===== config.mk =====
export PLATFORM = sky130hd
export DESIGN_NAME = bus_master_6502
export DESIGN_NICKNAME = d
export VERILOG_FILES = /design/src/rtl/bus_master_6502.sv
export SDC_FILE = /design/constraint.sdc
export NUM_CORES = 1
export LEC_CHECK = 0
export CORE_ASPECT_RATIO = 0.9
export CORE_MARGIN = 10
export CORE_UTILIZATION = 36
export CTS_BUF_LIST = sky130_fd_sc_hd__clkbuf_16
export DETAILED_ROUTE_END_ITERATION = 10
export MAX_ROUTING_LAYER = met4
export PLACE_DENSITY = 0.69
export SLEW_MARGIN = 5
export SYNTH_ARGS = -nofsm -noshare
export SYNTH_HDL_FRONTEND = slang
export SYNTH_SLANG_ARGS = --single-unit

===== constraint.sdc =====
create_clock -name clk -period 6.25 [get_ports clk]
set_clock_uncertainty 0.2 [all_clocks]
set_input_delay 1.25 -clock clk [delete_from_list [all_inputs] [get_ports clk]]
set_output_delay 1.25 -clock clk [all_outputs]
set_load 0.1 [all_outputs]

===== src/rtl/bus_master_6502.sv =====
// bus_master_6502: runs valid/ready requests as 6502-style PHI2/RW/A/D bus cycles, honouring RDY on reads.
// Ports: clk/rst (sync, active-high); req_valid/req_ready/req_write/req_addr/req_wdata request side;
// rsp_valid/rsp_rdata/rsp_err completion side; PHI2/RW/A/D_out/D_oe/D_in/RDY 6502 bus side.
module bus_master_6502 #(
    parameter int          LOW_CLKS  = 2,
    parameter int          HIGH_CLKS = 2,
    parameter logic [15:0] IDLE_ADDR = 16'hFFFF,
    parameter int          STALL_MAX = 8
) (
    input  logic        clk,
    input  logic        rst,
    input  logic        req_valid,
    output logic        req_ready,
    input  logic        req_write,
    input  logic [15:0] req_addr,
    input  logic [7:0]  req_wdata,
    output logic        rsp_valid,
    output logic [7:0]  rsp_rdata,
    output logic        rsp_err,
    output logic        PHI2,
    output logic        RW,
    output logic [15:0] A,
    output logic [7:0]  D_out,
    output logic        D_oe,
    input  logic [7:0]  D_in,
    input  logic        RDY
);
    localparam int CW = $clog2(LOW_CLKS + HIGH_CLKS + 1);
    localparam int SW = $clog2(STALL_MAX + 1);
    typedef enum logic {PH1, PH2} ph_t;
    ph_t state, state_nxt;
    logic [CW-1:0] cnt, cnt_nxt;
    logic [SW-1:0] stall_cnt;
    logic pend, pend_wr, cur_act, cur_wr;
    logic [15:0] pend_addr;
    logic [7:0] pend_wdata;
    logic ph1_end, boundary, accept, rd_cur, stall_rep, done, bypass;
    always_ff @(posedge clk) begin
        if (rst) begin
            state <= PH1;
            cnt   <= '0;
        end else begin
            state <= state_nxt;
            cnt   <= cnt_nxt;
        end
    end
    always_comb begin
        ph1_end   = state == PH1 && cnt == CW'(LOW_CLKS - 1);
        boundary  = state == PH2 && cnt == CW'(HIGH_CLKS - 1);
        state_nxt = ph1_end ? PH2 : boundary ? PH1 : state;
        cnt_nxt   = (ph1_end || boundary) ? '0 : cnt + 1'b1;
    end
    // A stalled read keeps the bus; a new request only launches on a boundary if nothing else owns it.
    always_comb begin
        req_ready = !pend && !rst;
        accept    = req_valid && req_ready;
        rd_cur    = cur_act && !cur_wr;
        stall_rep = rd_cur && !RDY && stall_cnt < SW'(STALL_MAX);
        done      = cur_act && !stall_rep;
        bypass    = boundary && accept && !stall_rep;
    end
    always_ff @(posedge clk) begin
        if (rst) begin
            PHI2 <= 1'b0;
            RW <= 1'b1;
            A <= IDLE_ADDR;
            D_out <= 8'h00;
            D_oe <= 1'b0;
            rsp_valid <= 1'b0;
            rsp_rdata <= 8'h00;
            rsp_err <= 1'b0;
            pend <= 1'b0;
            pend_wr <= 1'b0;
            pend_addr <= '0;
            pend_wdata <= '0;
            cur_act <= 1'b0;
            cur_wr <= 1'b0;
            stall_cnt <= '0;
        end else begin
            PHI2 <= state_nxt == PH2;
            D_oe <= state_nxt == PH2 && cur_act && cur_wr;
            rsp_valid <= boundary && done;
            if (boundary && done) begin
                rsp_rdata <= cur_wr ? 8'h00 : RDY ? D_in : 8'hFF;
                rsp_err <= rd_cur && !RDY;
            end
            if (accept && !bypass) begin
                pend <= 1'b1;
                pend_wr <= req_write;
                pend_addr <= req_addr;
                pend_wdata <= req_wdata;
            end else if (boundary && !stall_rep) begin
                pend <= 1'b0;
            end
            if (boundary) begin
                stall_cnt <= stall_rep ? stall_cnt + 1'b1 : '0;
                if (!stall_rep) begin
                    cur_act <= pend || accept;
                    cur_wr <= pend ? pend_wr : accept && req_write;
                    A <= pend ? pend_addr : accept ? req_addr : IDLE_ADDR;
                    RW <= pend ? !pend_wr : accept ? !req_write : 1'b1;
                    D_out <= pend ? pend_wdata : accept ? req_wdata : 8'h00;
                end
            end
        end
    end
endmodule


==> Word-level counts from Yosys, hierarchy flattened <==
Index checks and enable logic that the tools add are counted.
{ "word_totals": {"inputBits": 37, "elab_cells": 65, "regBits": 72} }
{ "classes": {"n_addsub": 2, "n_bitwise": 2, "order_cmp": 1, "n_reduce_logical": 29, "n_eq_ne": 1, "mux": 14} }
{ "ops": {"columns": ["operator", "count"], "rows": [
  ["16-bit 2-to-1 mux", 2],
  ["8-bit 2-to-1 mux", 4],
  ["1-bit logical AND", 16],
  ["1-bit zero test", 8],
  ["1-bit 2-to-1 mux", 7],
  ["4-bit by 1-bit adder with 4-bit output (second input constant)", 1],
  ["4-bit < comparator (second input constant)", 1],
  ["4-bit 2-to-1 mux", 1],
  ["3-bit by 1-bit adder with 3-bit output (second input constant)", 1],
  ["3-bit by 1-bit == test with 1-bit output (second input constant)", 1],
  ["1-bit logical OR", 2],
  ["1-bit NOT", 2],
  ["2-bit AND reduction", 1],
  ["2-bit nonzero test", 1],
  ["2-bit OR reduction", 1]
]} }

==> Longest topological paths before layout <==
{ "depth": {"ltp_word": 9, "mapped_depth": 9, "ltp_nobuf": 7} }

==> Worst setup path before layout <==
No wires, ideal clock.
{ "synth_path": {"path_type": "input to output", "from": "in rst", "to": "out req_ready", "path_stages": 4, "slack_ns": 1.730, "arrival_time_ns": 3.070, "path_cell_list": "buf_2 buf_1 clkbuf_1 nor2_1"} }
{ "synth_via": {"elab_chain_cells": 2} }
{ "synth_lines": {"columns": ["item", "line_no", "rtl"], "rows": [
  ["from (decl)", "11", "input logic rst,"],
  ["1-bit zero test", "55", "req_ready = !pend && !rst;"],
  ["1-bit logical AND", "55", null],
  ["to (decl)", "13", "output logic req_ready,"]
]} }
No other way between the ends.

==> Worst setup path in the final report <==
Ends and elaborated chain as after synthesis.

==> results by group <==
Worst setup path
  • CP required: 4.80 ns
  • CP Cell Sequence: buf_2, nor2_1, clkdlybuf4s50_1
  • Path depth of the worst reg2reg path: 7
  • Crit start category: input pin
  • R2R Path Start: cnt[0]$_SDFF_PP0_
  • Worst setup EP type: output pin
  • Worst-path fanout max: 2
  • Crit path launch: rst
  • Critical Path Max Stage Delay: 1.15 ns
  • Critical path type: input pin to output pin
  • R2r setup slk: 3.03 ns
  • Worst EP arrival: 2.58 ns
  • CP max-delay cell: clkdlybuf4s50_1
  • R2R Path End: pend_addr[15]$_SDFFE_PP0P_

Status
  • Outcome: completed

GRT
  • Initial antenna violation count: 0
  • Largest net degree at the start of global routing: 57
  • First-pass GRT wire length: 13140 um
  • GRT Residual Overflow: 0
  • Tot GR Track Use: 12.86%
  • Number of global-route vias before repair: 2517

Power
  • Combinational group share of total power: 33.4%
  • Design Power: 1644 uW
  • Clk pwr share: 32.4%
  • Sw power: 610.5 uW
  • Leakage: 0.001603 uW
  • Worst vdd ir: 0.1709 mV
  • Pint: 1034 uW
  • Sequential power share: 34.3%
  • Net Sw Frac: 37.13%
  • PwrDens: 391.9 nW/um2

Placement
  • RD Place Congestion: 0.7349
  • IO buf count: 74
  • Placed cells: 478
  • Post-DP HPWL: 5404 um
  • Pre-CTS WS: 2.137 ns

STA
  • Final setup violation count: 0
  • Final worst setup slack: 2.221 ns
  • Fmax: 0.2482 GHz
  • Tightest Pin Transition: 1.098 ns
  • RSZ-0062 raised after global routing: no
  • WHS: 0.2501 ns
  • Total Neg Setup Slack: 0 ns
  • Final hold vios: 0
  • Final cycle utilization of the critical path: 64.46%
  • Max Slew Vio Count: 0
  • Min cycle time layout: 4.029 ns
  • Relative slew slack: 26.66%

Logic synthesis
  • Synth Cell Area: 3115 um2
  • Ys async rst share: 0%
  • Ys flop type: dfxtp_1
  • Synth cell types: 42
  • Number of synthesized flops with an enable pin: 0
  • Synthesized area per cell: 10.08 um2
  • Commonest cells post-synth: 72 x dfxtp_1, 26 x nor2b_1, 20 x a21oi_1
  • Main area contributors after synthesis: dfxtp_1 46%, mux2_4 9.2%, nor2b_1 5.2%
  • Count leader, synth: dfxtp_1
  • Cells after Synth: 309
  • Synth Net Count: 351
  • Yosys top cell area share: 46.27%
  • FF+latch count, synth: 72
  • Post-synthesis sequential area ratio: 46.27%
  • Yosys synthesis warning count: 0
  • Largest area contributor in the netlist: dfxtp_1

Worst hold path
  • HP Start: rsp_rdata[3]$_SDFFE_PP0P_
  • Hold path cells: 2
  • Hold Path End: rsp_rdata[3]$_SDFFE_PP0P_
  • Hold crit path type: register to register

Die
  • Chip Width: 118.1 um
  • Die Height: 108.3 um
  • Starting Density: 36.70%
  • Die area: 12780 um2
  • # rows: 32
  • Num ports: 75
  • Core ar.: 8488 um2

Layout
  • Final nets: 412
  • Share of layout cells above drive strength 1: 12.27%
  • Diode count: 0
  • Layout area overhead: 34.70%
  • Final std cells w/o fill: 494

Clocking
  • Clk root buf: clkbuf_16
  • Largest buffer count on any clock path: 2
  • Reg clk slew, reported paths: 0.05 ns
  • Clock Sink Count: 72
  • Post-CTS Repair Setup Buffers: 0
  • CTS tree: yes
  • H-tree depth: 3
  • Worst skew pair latency: 0.33 ns
  • Hold-fix buffers at CTS: 0
  • TritonCTS Buffers: 9
  • PostCTS Resize Cnt: 0

Flow run
  • Max-cap violations: 0

Detailed routing
  • Drt pass-1 iters: 7
  • Vias: 2496
  • Detailed Route WL: 8004 um
  • Antenna Nets Post-Route: 0
  • Drt wl/cell: 16.20 um
  • Vias/cell: 5.053
  • 1st-iter DRT viols: 109
  • Drt drc: 0
## cell type report
class                           instances  area [um2]
Clock inverter                          7       86.33
Timing Repair Buffer                   76       750.7
Tap cell                              119       148.9
Inverter                               14       52.55
Multi-Input combinational cell        197        1491
Sequential cell                        72        1441
Clock buffer                            9       225.2
Fill cell                             819        4292
## per-stage QoR
stage / instance area [um2] / util [%]
floorplan: 3115 / -
detailed placement: 3885 / 45.77
global placement: 3885 / 45.77
global route: 4197 / 49.44
finish: 4197 / 49.44
CTS: 4197 / 49.44
## worst max-delay path: cells and delay by family
kind                   cells  cell delay, ns
buffers and inverters      2            1.25
and+or+nand+nor            1            0.08
## layer usage
metal	part of all wire (%)	GRT usage, %
met1	47	15.56
met2	49	20.79
met3	2.5	2.241
met4	1.6	5.556
met5	0	-
## sequential cells by signal (all words and copies together), names as in the netlist, 3 cells and up
name	count
A	16
D_out	8
cnt	3
pend_addr	16
pend_wdata	8
rsp_rdata	8
stall_cnt	4
## how the worst max path moves through the flow
stage / cells after the start / to
2_1_floorplan: 4 / req_ready
3_3_place_gp: 4 / pend_addr[13]$_SDFFE_PP0P_
3_5_place_dp: 4 / pend_addr[3]$_SDFFE_PP0P_
4_1_cts: 3 / req_ready
5_1_grt: 3 / req_ready
6_report: 3 / req_ready
## power groups by stage
stage	clock, uW	combinational, uW	sequential (uW)
after floorplan	0	190	799
after global placement	0	545	570
after detailed placement	0	552	573
after CTS	539	553	564
after global routing	559	584	572
final	533	548	563
## cells by family after synthesis
group                    after synthesis  synth area share [%]
AO/OA/AOI/OAI                         99                 21.41
XOR/XNOR                               2                0.5624
adder cells (fa/ha/maj)                5                 2.008
buffers and inverters                 40                 5.863
flip-flops                            72                 46.26
multiplexers                          25                 11.28
AND/OR/NAND/NOR                       66                 12.61
## placed cells by master (no fill, tap or decap), types with 2 or more instances in the layout
cell / n
clkinvlp_4: 2
clkbuf_16: 9
a211o_1: 9
ha_1: 5
mux2_4: 19
a211oi_1: 9
nor2_1: 9
clkinv_1: 4
nor3_1: 4
buf_4: 2
clkdlybuf4s50_1: 73
o21ai_0: 16
a22oi_1: 8
inv_1: 13
o211ai_1: 16
o22ai_1: 15
dfxtp_1: 72
nor2b_1: 26
bufinv_16: 2
nand4_1: 2
mux2_2: 5
a21oi_1: 20
nand2_1: 14
and3_1: 2
Power figures use the tool's default switching activity.
